## config.mk

```make
export PLATFORM = sky130hd
export DESIGN_NAME = tt_mask_idx_rx
export DESIGN_NICKNAME = d
export VERILOG_FILES = /design/src/rtl/tt_mask_idx_rx.sv
export SDC_FILE = /design/constraint.sdc
export NUM_CORES = 1
export LEC_CHECK = 0
export BUFFER_PORTS_ARGS = -buffer_cell sky130_fd_sc_hd__buf_2
export CORE_AREA = 2 2 161 163
export CTS_CLUSTER_SIZE = 10
export DETAILED_ROUTE_END_ITERATION = 8
export DIE_AREA = 0 0 163 165
export PLACE_DENSITY = 0.56
export SLEW_MARGIN = 20
export SYNTH_ARGS = -nofsm -noshare
export SYNTH_HDL_FRONTEND = slang
export SYNTH_SLANG_ARGS = --single-unit
```

## constraint.sdc

```tcl
create_clock -name i_clk -period 7.4 [get_ports i_clk]
set_input_delay 1.11 -clock i_clk [delete_from_list [all_inputs] [get_ports i_clk]]
set_output_delay 1.11 -clock i_clk [all_outputs]
set_load 0.005 [all_outputs]
```

## src/rtl/tt_mask_idx_rx.sv

```systemverilog
// Receive side of the mask/index credit channel: buffers items and unpacks them into elements.
// Build option: define TT_MASK_IDX_RX_OVERFLOW_CHECK_EN to enable the sticky o_overflow_err flag.
module tt_mask_idx_rx #(
  parameter int DEPTH = 2,
  parameter int VLEN  = 256
) (
  input  logic                      i_clk,
  input  logic                      i_reset,
  input  logic                      i_mask_idx_valid,
  input  logic [64:0]               i_mask_idx_item,
  input  logic                      i_mask_idx_last_idx,
  output logic                      o_mask_idx_credit,
  input  logic                      i_is_indexed,
  input  logic [$clog2(VLEN+1)-1:0] i_vl,
  input  logic                      i_elem_req,
  output logic                      o_elem_valid,
  output logic                      o_elem_mask,
  output logic [63:0]               o_elem_index,
  output logic                      o_elem_last,
  input  logic                      i_flush,
  output logic                      o_overflow_err
);

  localparam int PW  = (DEPTH > 1) ? $clog2(DEPTH) : 1;
  localparam int CW  = $clog2(DEPTH + 1);
  localparam int PCW = $clog2(DEPTH + 2);
  localparam int SW  = PCW + 1;
  localparam int VW  = $clog2(VLEN + 1);

  logic [65:0]    r_mem [DEPTH];
  logic [PW-1:0]  r_wptr;
  logic [PW-1:0]  r_rptr;
  logic [CW-1:0]  r_count;
  logic [5:0]     r_bp;
  logic [VW-1:0]  r_ec;
  logic [PCW-1:0] r_pc;
  logic           r_credit;

  logic [65:0]    w_head;
  logic           w_full;
  logic           w_hs;
  logic           w_pop;
  logic           w_push;
  logic           w_strided_last;
  logic [SW-1:0]  w_add;
  logic [SW-1:0]  w_pc_sum;
  logic [PCW-1:0] w_pc_sat;
  logic [PW-1:0]  w_wptr_nxt;
  logic [PW-1:0]  w_rptr_nxt;

  assign w_head         = r_mem[r_rptr];
  assign w_full         = (r_count == CW'(DEPTH));
  assign w_strided_last = (r_ec == i_vl - VW'(1));

  always_comb begin
    o_elem_valid = (r_count != '0);
    o_elem_mask  = 1'b0;
    o_elem_index = '0;
    o_elem_last  = 1'b0;
    if (i_is_indexed) begin
      o_elem_mask  = w_head[64];
      o_elem_index = w_head[63:0];
      o_elem_last  = w_head[65];
    end else begin
      o_elem_mask  = w_head[r_bp];
      o_elem_last  = w_strided_last;
    end
  end

  assign w_hs   = o_elem_valid && i_elem_req;
  // strided words retire after their 64th element or at the end of the memop
  assign w_pop  = w_hs && (i_is_indexed || (r_bp == 6'd63) || w_strided_last);
  assign w_push = i_mask_idx_valid && (!w_full || w_pop);

  assign w_wptr_nxt = (r_wptr == PW'(DEPTH - 1)) ? '0 : r_wptr + PW'(1);
  assign w_rptr_nxt = (r_rptr == PW'(DEPTH - 1)) ? '0 : r_rptr + PW'(1);

  always_comb begin
    w_add = '0;
    if (i_flush) w_add = SW'(r_count) + SW'(i_mask_idx_valid);
    else         w_add = SW'(w_pop);
    w_pc_sum = SW'(r_pc) + w_add;
    w_pc_sat = (w_pc_sum > SW'({PCW{1'b1}})) ? {PCW{1'b1}} : w_pc_sum[PCW-1:0];
  end

  always_ff @(posedge i_clk) begin
    if (!i_reset && !i_flush && w_push) r_mem[r_wptr] <= {i_mask_idx_last_idx, i_mask_idx_item};
  end

  always_ff @(posedge i_clk) begin
    if (i_reset) begin
      r_wptr   <= '0;
      r_rptr   <= '0;
      r_count  <= '0;
      r_bp     <= '0;
      r_ec     <= '0;
      r_pc     <= '0;
      r_credit <= 1'b0;
    end else begin
      r_credit <= (w_pc_sat != '0);
      r_pc     <= w_pc_sat - PCW'(w_pc_sat != '0);
      if (i_flush) begin
        r_wptr  <= '0;
        r_rptr  <= '0;
        r_count <= '0;
        r_bp    <= '0;
        r_ec    <= '0;
      end else begin
        if (w_push) r_wptr <= w_wptr_nxt;
        if (w_pop)  r_rptr <= w_rptr_nxt;
        if (w_push && !w_pop)      r_count <= r_count + CW'(1);
        else if (!w_push && w_pop) r_count <= r_count - CW'(1);
        if (w_hs && !i_is_indexed) begin
          r_bp <= w_pop ? 6'd0 : r_bp + 6'd1;
          r_ec <= w_strided_last ? '0 : r_ec + VW'(1);
        end
      end
    end
  end

  assign o_mask_idx_credit = r_credit;

`ifdef TT_MASK_IDX_RX_OVERFLOW_CHECK_EN
  logic w_drop;
  logic r_ovf;
  assign w_drop = i_mask_idx_valid && w_full && !w_pop && !i_flush;
  always_ff @(posedge i_clk) begin
    if (i_reset)     r_ovf <= 1'b0;
    else if (w_drop) r_ovf <= 1'b1;
  end
  assign o_overflow_err = r_ovf;
`else
  assign o_overflow_err = 1'b0;
`endif

endmodule

```

==> results by group, run 1 <==
Power and ir drop
  • P_sw: 0.000453 W
  • Power Internal: 0.00153 W
  • Worst vdd ir: 0.000165 V
  • Sequential share of power: 49.0%
  • Leak Pwr: 3.13 nW
  • Power Total: 0.00198 W
  • Clock Power Share: 43.8%
  • Comb pwr share: 7.2%
  • Pwr dens: 220 mW/mm²
  • Switching Share: 22.8%

Setup path
  • CP endpoint kind: output port
  • Crit start category: flip-flop
  • FF-to-FF path depth: 6
  • Max FO, Critical Path: 39
  • Worst path arrival time: 3560 ps
  • Worst EP required: 6290 ps
  • R2R Setup Slk: 3740 ps
  • Reg2reg end: r_mem[1][65]$_DFFE_PP_
  • R2R Path Start: r_ec[2]$_SDFFE_PP0P_
  • WS Path Type: reg2out

Floorplanning
  • Die footprint: 0.0269 mm²
  • Io pins: 150
  • Chip Width: 163 µm
  • Die Span Y: 165 µm
  • FP Rows: 58
  • Core ar.: 0.0250 mm²
  • Initial core utilization: 29.6%

Finish
  • ANT cells: 0
  • Most common cell after layout, fill and taps aside: buf_2
  • Commonest cells after routing, fill and taps aside: buf_2, edfxtp_1, nor2b_1, mux2i_1
  • Area Growth Syn to Fin: 21.5%
  • Final #Nets: 771
  • Share of cells above drive strength 1: 31.4%
  • Fillers: 2487

CTS
  • Worst-path clk slew: 60 ps
  • CTS tree: yes
  • Clk sink count: 155
  • Setup Fix Bufs, Post-CTS: 0
  • Cts bufs inserted: 17
  • CTS resizes: 0
  • Clock latency on the worst-skew pair: 430 ps
  • Hold-fix buffers, CTS: 0
  • H-tree levels: 4
  • Clock Tree Root: clkbuf_16
  • CTS Buffer Depth: 2

STA
  • Final-report max-slew violation count: 0
  • TNS Setup: 0 ps
  • Minimum clock period: 4670 ps
  • Final Skew: 23.6 ps
  • # setup viols final: 0
  • Slew HR: 40.1%
  • RSZ-0062 raised after global routing: false
  • Worst-Margin Slew: 895 ps
  • Final worst slack: 2730 ps
  • Fin. Hold Viols: 0
  • Final Cycle Share: 63.2%
  • Peak Freq: 214 MHz

Flow run
  • Max_cap viols: 0

Run status
  • Outcome: finished, final reports clean

Yosys
  • Seq/Total Area, Yosys: 59.6%
  • Yosys cell types: 66
  • Main synth FF type: edfxtp_1
  • Async SR Flop Fraction: 0%
  • Synth Register Bits: 155
  • Post-Synthesis Cells: 545
  • Synth area leaders: edfxtp_1, mux2i_1, dfxtp_1
  • Mean Syn Cell Area: 13.6 µm²
  • EDFF count, synth: 132
  • Syn nets: 634
  • Top-area cell type share of the netlist area: 53.4%
  • Syn. warnings: 0
  • Yosys top cell by area: edfxtp_1
  • Post-Syn Area: 0.00742 mm²

Drt
  • Vias: 4901
  • Remaining DRCs: 0
  • DRT Pass-1 Iters: 4
  • DR iter-0 viols: 315
  • WL/cell: 17.7 µm
  • Post-DR vias/cell: 4.79
  • Routed Antenna Nets: 0
  • Total Wirelength: 18100 µm

Global route
  • Initial antenna violation count: 1
  • Gr ovfl total: 0
  • Number of global-route vias before repair: 4770
  • Largest net degree at the start of global routing: 75
  • GRT Util Overall: 13.5%
  • First-pass GRT wire length: 27300 µm

Placed design
  • Input/output buffers: 148
  • Place WS: 2380 ps
  • Hpwl dp: 12400 µm
  • GPL Wtd Cong: 0.769

Worst hold path
  • Worst hold path class: reg2reg
  • Hold_sp: r_ec[1]$_SDFFE_PP0P_
  • Min-Delay Endpoint: r_ec[1]$_SDFFE_PP0P_
  • Hold depth: 2
## cell usage after synthesis (3+ instances only)
master and n:
edfxtp_1 132, nor2b_1 69, mux2i_1 68, dfxtp_1 23, nand2_1 22, clkbuf_1 21, nor2_1 16, nand3_1 14
mux4_2 13, xnor2_1 11, nor3_1 9, a31oi_1 8, inv_1 8, nand2b_1 8, o21ai_0 8, a21oi_1 7
ha_1 7, buf_6 6, o211ai_1 6, xor2_1 6, a31o_2 5, a211oi_1 4, buf_2 4, buf_4 4
or2_2 4, or3_1 4, a22oi_1 3, nand4_1 3, nand4b_1 3, o21a_1 3
## worst max path at each step
stage | from | end
2_1_floorplan | i_vl[0] | r_mem[0][0]$_DFFE_PP_
3_3_place_gp | i_vl[0] | r_mem[1][65]$_DFFE_PP_
3_5_place_dp | i_vl[0] | r_mem[1][58]$_DFFE_PP_
4_1_cts | flip-flop | o_elem_mask
5_1_grt | flip-flop | o_elem_mask
6_report | flip-flop | o_elem_mask
## state kept, by name (all words and copies together) (netlist names), named ones only
signal,flops
r_mem,132
r_ec,9
r_bp,6
r_count,2
r_pc,2
o_mask_idx_credit,1
r_rptr,1
r_wptr,1
## worst max-delay path: stages (launching register included)
cell	delay (ps)
dfxtp_4	690
buf_4	650
mux4_2	600
and2_0	170
a31o_2	220
o311ai_1	240
nor3_1	100
a211o_1	300
buf_2	140
## stage by stage
| stage | instance area (µm²) | instances | utilization, % | hold WS, ps |
|---|---|---|---|---|
| finish | 9010 | 1024 | 36.0 | 537 |
| detailed placement | 8420 | 993 | 33.6 | 526 |
| global route | 9010 | 1024 | 36.0 | 570 |
| CTS | 9010 | 1024 | 36.0 | 535 |
| floorplan | 7420 | 545 | - | 457 |
| global placement | 8420 | 993 | 33.6 | 519 |
## cell families (layout without fill, tap and decap cells)
kind of cell | Yosys count | count (layout) | share of synthesized area (%)
buffers and inverters | 46 | 195 | 3.36
xor gates and xnor gates | 17 | 17 | 2.01
adders and majority gates | 8 | 8 | 1.45
other | 1 | 1 | 0.0506
and+or+nand+nor | 167 | 167 | 12.9
muxes | 82 | 82 | 13.3
DFF | 155 | 155 | 59.6
AOI/OAI and AO/OA | 69 | 69 | 7.29
## power groups by stage
stage / Combinational [W] / Sequential [W] / Clock, W
finish: 0.000143 / 0.000972 / 0.000870
global route: 0.000158 / 0.000973 / 0.000924
CTS: 0.000146 / 0.000972 / 0.000891
detailed placement: 0.000145 / 0.000991 / 0
global placement: 0.000143 / 0.000991 / 0
floorplan: 0.0000763 / 0.000990 / 0
## area by class of cell
cell class | count | area [µm²] | share of cell area (%)
clock buffers | 17 | 425 | 4.72
clock inverters | 14 | 163 | 1.80
inverters | 10 | 37.5 | 0.416
multi-input cells | 344 | 2760 | 30.6
flip-flops and latches | 155 | 4430 | 49.1
well taps | 330 | 413 | 4.58
repair buffers | 154 | 786 | 8.72
## layer usage
layer	vias up	routed length [µm]	part of all wire, %	global-route usage, %
met5	-	11	0.061	0
met4	2	189	1.0	3.82
met3	25	870	4.8	3.06
met2	162	8530	47	21.6
met1	2379	8530	47	18.4
li1	2333	-	-	-
(Power assumes the default switching activity.)
==> run 2, diff against run 1 <==
==> constraint.sdc (replaced) <==
create_clock -name i_clk -period 4.9 [get_ports i_clk]
set_input_delay 0.735 -clock i_clk [delete_from_list [all_inputs] [get_ports i_clk]]
set_output_delay 0.735 -clock i_clk [all_outputs]
set_load 0.005 [all_outputs]
==> run 2 against run 1 <==
Sequential share of layout area is 0.24 points lower. Global-route usage is 0.15 points higher. Combinational power is 53% higher. Highest routed layer unchanged. Worst hold slack worse by 48 ps. Non-clock buffer count is 3 higher. Sequential power is 51% higher. Clock power is 44% higher. Final cell count is 0.68% higher. Clock skew is 3.5 ps lower. Register-to-register slack worse by 2000 ps.
==> results by group, run 2 (synthesized netlist as in run 1, its figures left out) <==
Setup path
  • Master of the slowest instance on the critical path: mux4_2
  • Max FO, Critical Path: 29
  • Crit start category: flip-flop
  • R2R Path Start: r_bp[0]$_SDFFE_PP0P_
  • Slowest stage delay, CP: 520 ps
  • CP endpoint kind: output port
  • Most frequent CP cell: mux2i_1
  • Worst EP required: 4160 ps
  • Worst path arrival time: 2850 ps
  • WS Path Type: reg2out
  • Critical path's top delay family: multiplexers
  • Buffers & Inverters on Critical Path: 2
  • CP cell instances: buf_4 -> mux2i_1 -> mux4_2 -> mux2i_1 -> a32oi_1 -> nor3_1 -> a211o_1 -> buf_2

Placed design
  • Place WS: 1070 ps
  • Input/output buffers: 148
  • Hpwl dp: 12200 µm
  • Placed Cells: 996
  • GPL Wtd Cong: 0.766

STA
  • Final worst slack: 1310 ps
  • Final Skew: 20.1 ps
  • Peak Freq: 279 MHz
  • Hold WS: 489 ps
  • Slew HR: 39.2%
  • Fin. Hold Viols: 0
  • Final Cycle Share: 73.2%
  • # setup viols final: 0
  • RSZ-0062 raised after global routing: false
  • Final-report max-slew violation count: 0
  • TNS Setup: 0 ps
  • Worst-Margin Slew: 908 ps
  • Minimum clock period: 3590 ps

CTS
  • Setup Fix Bufs, Post-CTS: 0
  • Clk sink count: 155
  • CTS tree: yes
  • H-tree levels: 4
  • Hold-fix buffers, CTS: 0
  • Clock latency on the worst-skew pair: 430 ps
  • CTS Buffer Depth: 2
  • CTS resizes: 0
  • Clock Tree Root: clkbuf_16
  • Worst-path clk slew: 70 ps
  • Cts bufs inserted: 17

Global route
  • GRT Util Overall: 13.6%
  • Number of global-route vias before repair: 4939
  • Initial antenna violation count: 5
  • First-pass GRT wire length: 27500 µm
  • Largest net degree at the start of global routing: 74
  • Gr ovfl total: 0

Drt
  • Post-DR vias/cell: 4.71
  • Vias: 4861
  • Remaining DRCs: 0
  • DRT Pass-1 Iters: 4
  • DR iter-0 viols: 284
  • Total Wirelength: 18000 µm
  • WL/cell: 17.5 µm
  • Routed Antenna Nets: 0

Finish
  • Most common cell after layout, fill and taps aside: buf_2
  • Commonest cells after routing, fill and taps aside: buf_2, edfxtp_1, nor2b_1, mux2i_1
  • Multi-input gate area: 0.00276 mm²
  • Top Registers: r_mem (132), r_ec (9), r_bp (6)
  • Fillers: 2473
  • Flip-flop and latch area: 0.00443 mm²
  • Area Growth Syn to Fin: 22.1%
  • Count of non-filler cells in the finished layout: 1031
  • Share of cells above drive strength 1: 31.8%
  • Most flop-heavy register: r_mem
  • Max FFs per register: 132
  • Final #Nets: 774

Floorplanning
  • Io pins: 150
  • Chip Width: 163 µm
  • Die Span Y: 165 µm
  • Initial core utilization: 29.6%
  • Core ar.: 0.0250 mm²
  • FP Rows: 58
  • Die footprint: 0.0269 mm²

Power and ir drop
  • Pwr dens: 325 mW/mm²
  • Leak Pwr: 3.14 nW
  • Power Total: 0.00294 W
  • Worst vdd ir: 0.000218 V

Run status
  • Outcome: finished, final reports clean

Flow run
  • Max_cap viols: 0

Worst hold path
  • Worst hold path class: in2reg
  • Hold_sp: i_mask_idx_item[57]
-- run 2: cell count changes in the layout (fill, tap and decap cells not counted), sizes merged --
cell and change:
buf +3, diode +3, bufinv -1, clkbuf +1, clkinv -1, clkinvlp +1, inv +1
-- run 2: cell type report --
class                           count  share of cell area [%]
Antenna cell                        3                  0.0829
Clock buffer                       18                    4.74
Timing Repair Buffer              157                    9.34
Tap cell                          330                    4.56
Inverter                           10                   0.414
Sequential cell                   155                    48.9
Clock inverter                     14                    1.49
Multi-Input combinational cell    344                    30.5
-- run 2: stage by stage --
stage / instance area [µm²] / util, %
6_report: 9060 / 36.2
5_1_grt: 9050 / 36.1
4_1_cts: 9050 / 36.1
3_5_place_dp: 8480 / 33.9
3_3_place_gp: 8480 / 33.9
2_1_floorplan: 7420 / -
-- run 2: metal layers --
layer	up-vias	wire, µm	share of wire (%)	track usage [%]
met5	-	27	0.15	0
met4	4	191	1.1	4.47
met3	21	1220	6.8	4.34
met2	149	8750	49	23.0
met1	2349	7820	43	16.6
li1	2338	-	-	-
-- run 2: path summary, 6_finish.rpt --
check,slack [ps],cells after the start,to
worst max-delay path,1310,8,o_elem_mask
worst min-delay path,490,1,r_mem[0][57]$_DFFE_PP_
worst max register to register,1720,10,r_count[1]$_SDFFE_PP0P_
worst min register to register,530,2,r_ec[1]$_SDFFE_PP0P_
-- run 2: power by group --
| part | leakage [nW] | total [W] | switching (W) | internal, W |
|---|---|---|---|---|
| registers | 1.39 | 0.00147 | 0.00000733 | 0.00146 |
| logic | 1.48 | 0.000219 | 0.000123 | 0.0000959 |
| clock network | 0.276 | 0.00125 | 0.000544 | 0.000711 |
==> run 3, diff against run 2 <==
==> constraint.sdc (replaced) <==
create_clock -name i_clk -period 3.47 [get_ports i_clk]
set_input_delay 0.5205 -clock i_clk [delete_from_list [all_inputs] [get_ports i_clk]]
set_output_delay 0.5205 -clock i_clk [all_outputs]
set_load 0.005 [all_outputs]
==> run 3 against run 2 <==
Non-clock buffer count rose by 12. Clock power rose by 47%. Die area did not move. Clock skew fell by 11 ps. Sequential share of layout area fell by 0.73 points. Worst hold slack got worse by 210 ps. Critical path depth did not move. Largest power group unchanged. Highest routed layer unchanged.
==> results by group, run 3 (synthesized netlist as in run 1, its figures left out) <==
Finish
  • Top Registers: r_mem (132), r_ec (9), r_bp (6)
  • Max FFs per register: 132
  • Area Growth Syn to Fin: 23.9%
  • Most flop-heavy register: r_mem
  • Fillers: 2453
  • Final #Nets: 786
  • Flip-flop and latch area: 0.00443 mm²
  • Most common cell after layout, fill and taps aside: buf_2
  • Post-Route Utilization: 36.7%
  • Commonest cells after routing, fill and taps aside: buf_2, edfxtp_1, nor2b_1, mux2i_1
  • Share of cells above drive strength 1: 33.1%
  • Multi-input gate area: 0.00276 mm²

Setup path
  • Slowest stage delay, CP: 560 ps
  • CP cell instances: buf_4 -> mux2i_1 -> mux4_2 -> mux2i_1 -> a32oi_1 -> nor3_1 -> a211o_1 -> buf_2
  • Max FO, Critical Path: 16
  • Master of the slowest instance on the critical path: dfxtp_4
  • Critical path's top delay family: multiplexers
  • CP endpoint kind: output port
  • Crit start category: flip-flop
  • Worst path arrival time: 2800 ps
  • WS Path Type: reg2out
  • Most frequent CP cell: mux2i_1
  • Buffers & Inverters on Critical Path: 2
  • Worst EP required: 2950 ps

Run status
  • Outcome: finished, final reports clean

Drt
  • Remaining DRCs: 0
  • Post-DR vias/cell: 4.71
  • DR iter-0 viols: 280
  • DRT Pass-1 Iters: 4
  • Vias: 4902
  • Routed Antenna Nets: 0
  • WL/cell: 17.5 µm
  • Total Wirelength: 18200 µm

Floorplanning
  • Io pins: 150
  • FP Rows: 58
  • Initial core utilization: 29.6%
  • Die footprint: 0.0269 mm²
  • Die Span Y: 165 µm
  • Core ar.: 0.0250 mm²
  • Chip Width: 163 µm

Power and ir drop
  • Switching Share: 23.8%
  • Power Total: 0.00423 W
  • Clock Power Share: 43.5%
  • Pwr dens: 460 mW/mm²
  • Power Internal: 0.00322 W
  • P_sw: 0.00101 W
  • Worst vdd ir: 0.000372 V
  • Comb pwr share: 7.5%
  • Sequential share of power: 49.0%
  • Leak Pwr: 3.23 nW

STA
  • Slew HR: 56.9%
  • # setup viols final: 0
  • Worst-Margin Slew: 646 ps
  • Final Cycle Share: 95.6%
  • Final-report max-slew violation count: 0
  • Peak Freq: 301 MHz
  • Final worst slack: 152 ps
  • Minimum clock period: 3320 ps
  • RSZ-0062 raised after global routing: false
  • Final Skew: 9.34 ps
  • Fin. Hold Viols: 0

CTS
  • Worst-path clk slew: 70 ps
  • CTS Buffer Depth: 2
  • CTS tree: yes
  • Clk sink count: 155
  • Clock latency on the worst-skew pair: 420 ps
  • Cts bufs inserted: 17
  • H-tree levels: 4
  • Clock Tree Root: clkbuf_16
  • Hold-fix buffers, CTS: 0

Global route
  • GRT Util Overall: 13.9%
  • First-pass GRT wire length: 27900 µm
  • Number of global-route vias before repair: 4865
  • Initial antenna violation count: 4
  • Largest net degree at the start of global routing: 74
  • Gr ovfl total: 0

Placed design
  • Hpwl dp: 12700 µm
  • Place WS: 159 ps
  • Input/output buffers: 148
  • GPL Wtd Cong: 0.745

Flow run
  • Max_cap viols: 0

Worst hold path
  • Worst hold path class: in2reg
==> run 3: path summary, 6_finish.rpt <==
| path | depth (start not counted) | slack, ps | start | endpoint |
|---|---|---|---|---|
| worst min register to register | 2 | 550 | r_ec[1]$_SDFFE_PP0P_ | r_ec[1]$_SDFFE_PP0P_ |
| worst max-delay path | 8 | 150 | flip-flop | o_elem_mask |
| worst min-delay path | 1 | 280 | i_mask_idx_item[14] | r_mem[0][14]$_DFFE_PP_ |
| worst max register to register | 10 | 680 | r_bp[1]$_SDFFE_PP0P_ | r_count[1]$_SDFFE_PP0P_ |
==> run 3: metal layers <==
metal,share of wire [%],vias to the layer above,track usage (%)
li1,-,2363,-
met1,44,2361,17.7
met2,47,152,22.2
met3,7.7,20,5.20
met4,1.0,6,3.70
met5,0.23,-,0
==> run 3: metrics by stage <==
| step | hold slack [ps] | instance area (µm²) | std cells | setup TNS [ps] |
|---|---|---|---|---|
| final | 280 | 9190 | 1041 | 0 |
| after global routing | 261 | 9190 | 1040 | 0 |
| after CTS | 258 | 9190 | 1040 | 0 |
| after detailed placement | 532 | 8610 | 1008 | 0 |
| after global placement | 529 | 8610 | 1008 | 0 |
| after floorplan | 478 | 7420 | 545 | -89510 |
==> run 3: power groups by stage <==
stage	Clock, W	Combinational, W	Sequential (W)
after global placement	0	0.000317	0.00211
after floorplan	0	0.000163	0.00211
after CTS	0.00189	0.000321	0.00207
final	0.00184	0.000316	0.00207
after global routing	0.00198	0.000350	0.00207
after detailed placement	0	0.000319	0.00211
==> run 3: layout make-up <==
type | count | area share, %
flip-flops and latches | 155 | 48.2
multi-input cells | 344 | 30.0
well taps | 330 | 4.49
clock inverters | 15 | 1.65
diodes | 1 | 0.0272
inverters | 10 | 0.435
clock buffers | 17 | 4.63
repair buffers | 169 | 10.6
==> run 3: what timing repair did <==
item,4_1_cts,5_1_grt
setup buffers,0,0
endpoints found under the setup margin,0,1
hold endpoints to repair,0,0
resized for setup,0,2
==> run 3: worst register-to-register path: stages, from the launching register on <==
cell and delay (ps):
dfxtp_1 420, ha_1 290, a41oi_1 220, buf_4 180, nor2b_1 60, o31a_1 240, a41oi_2 390, inv_1 90
ha_1 320, or3_1 350, a21oi_1 150
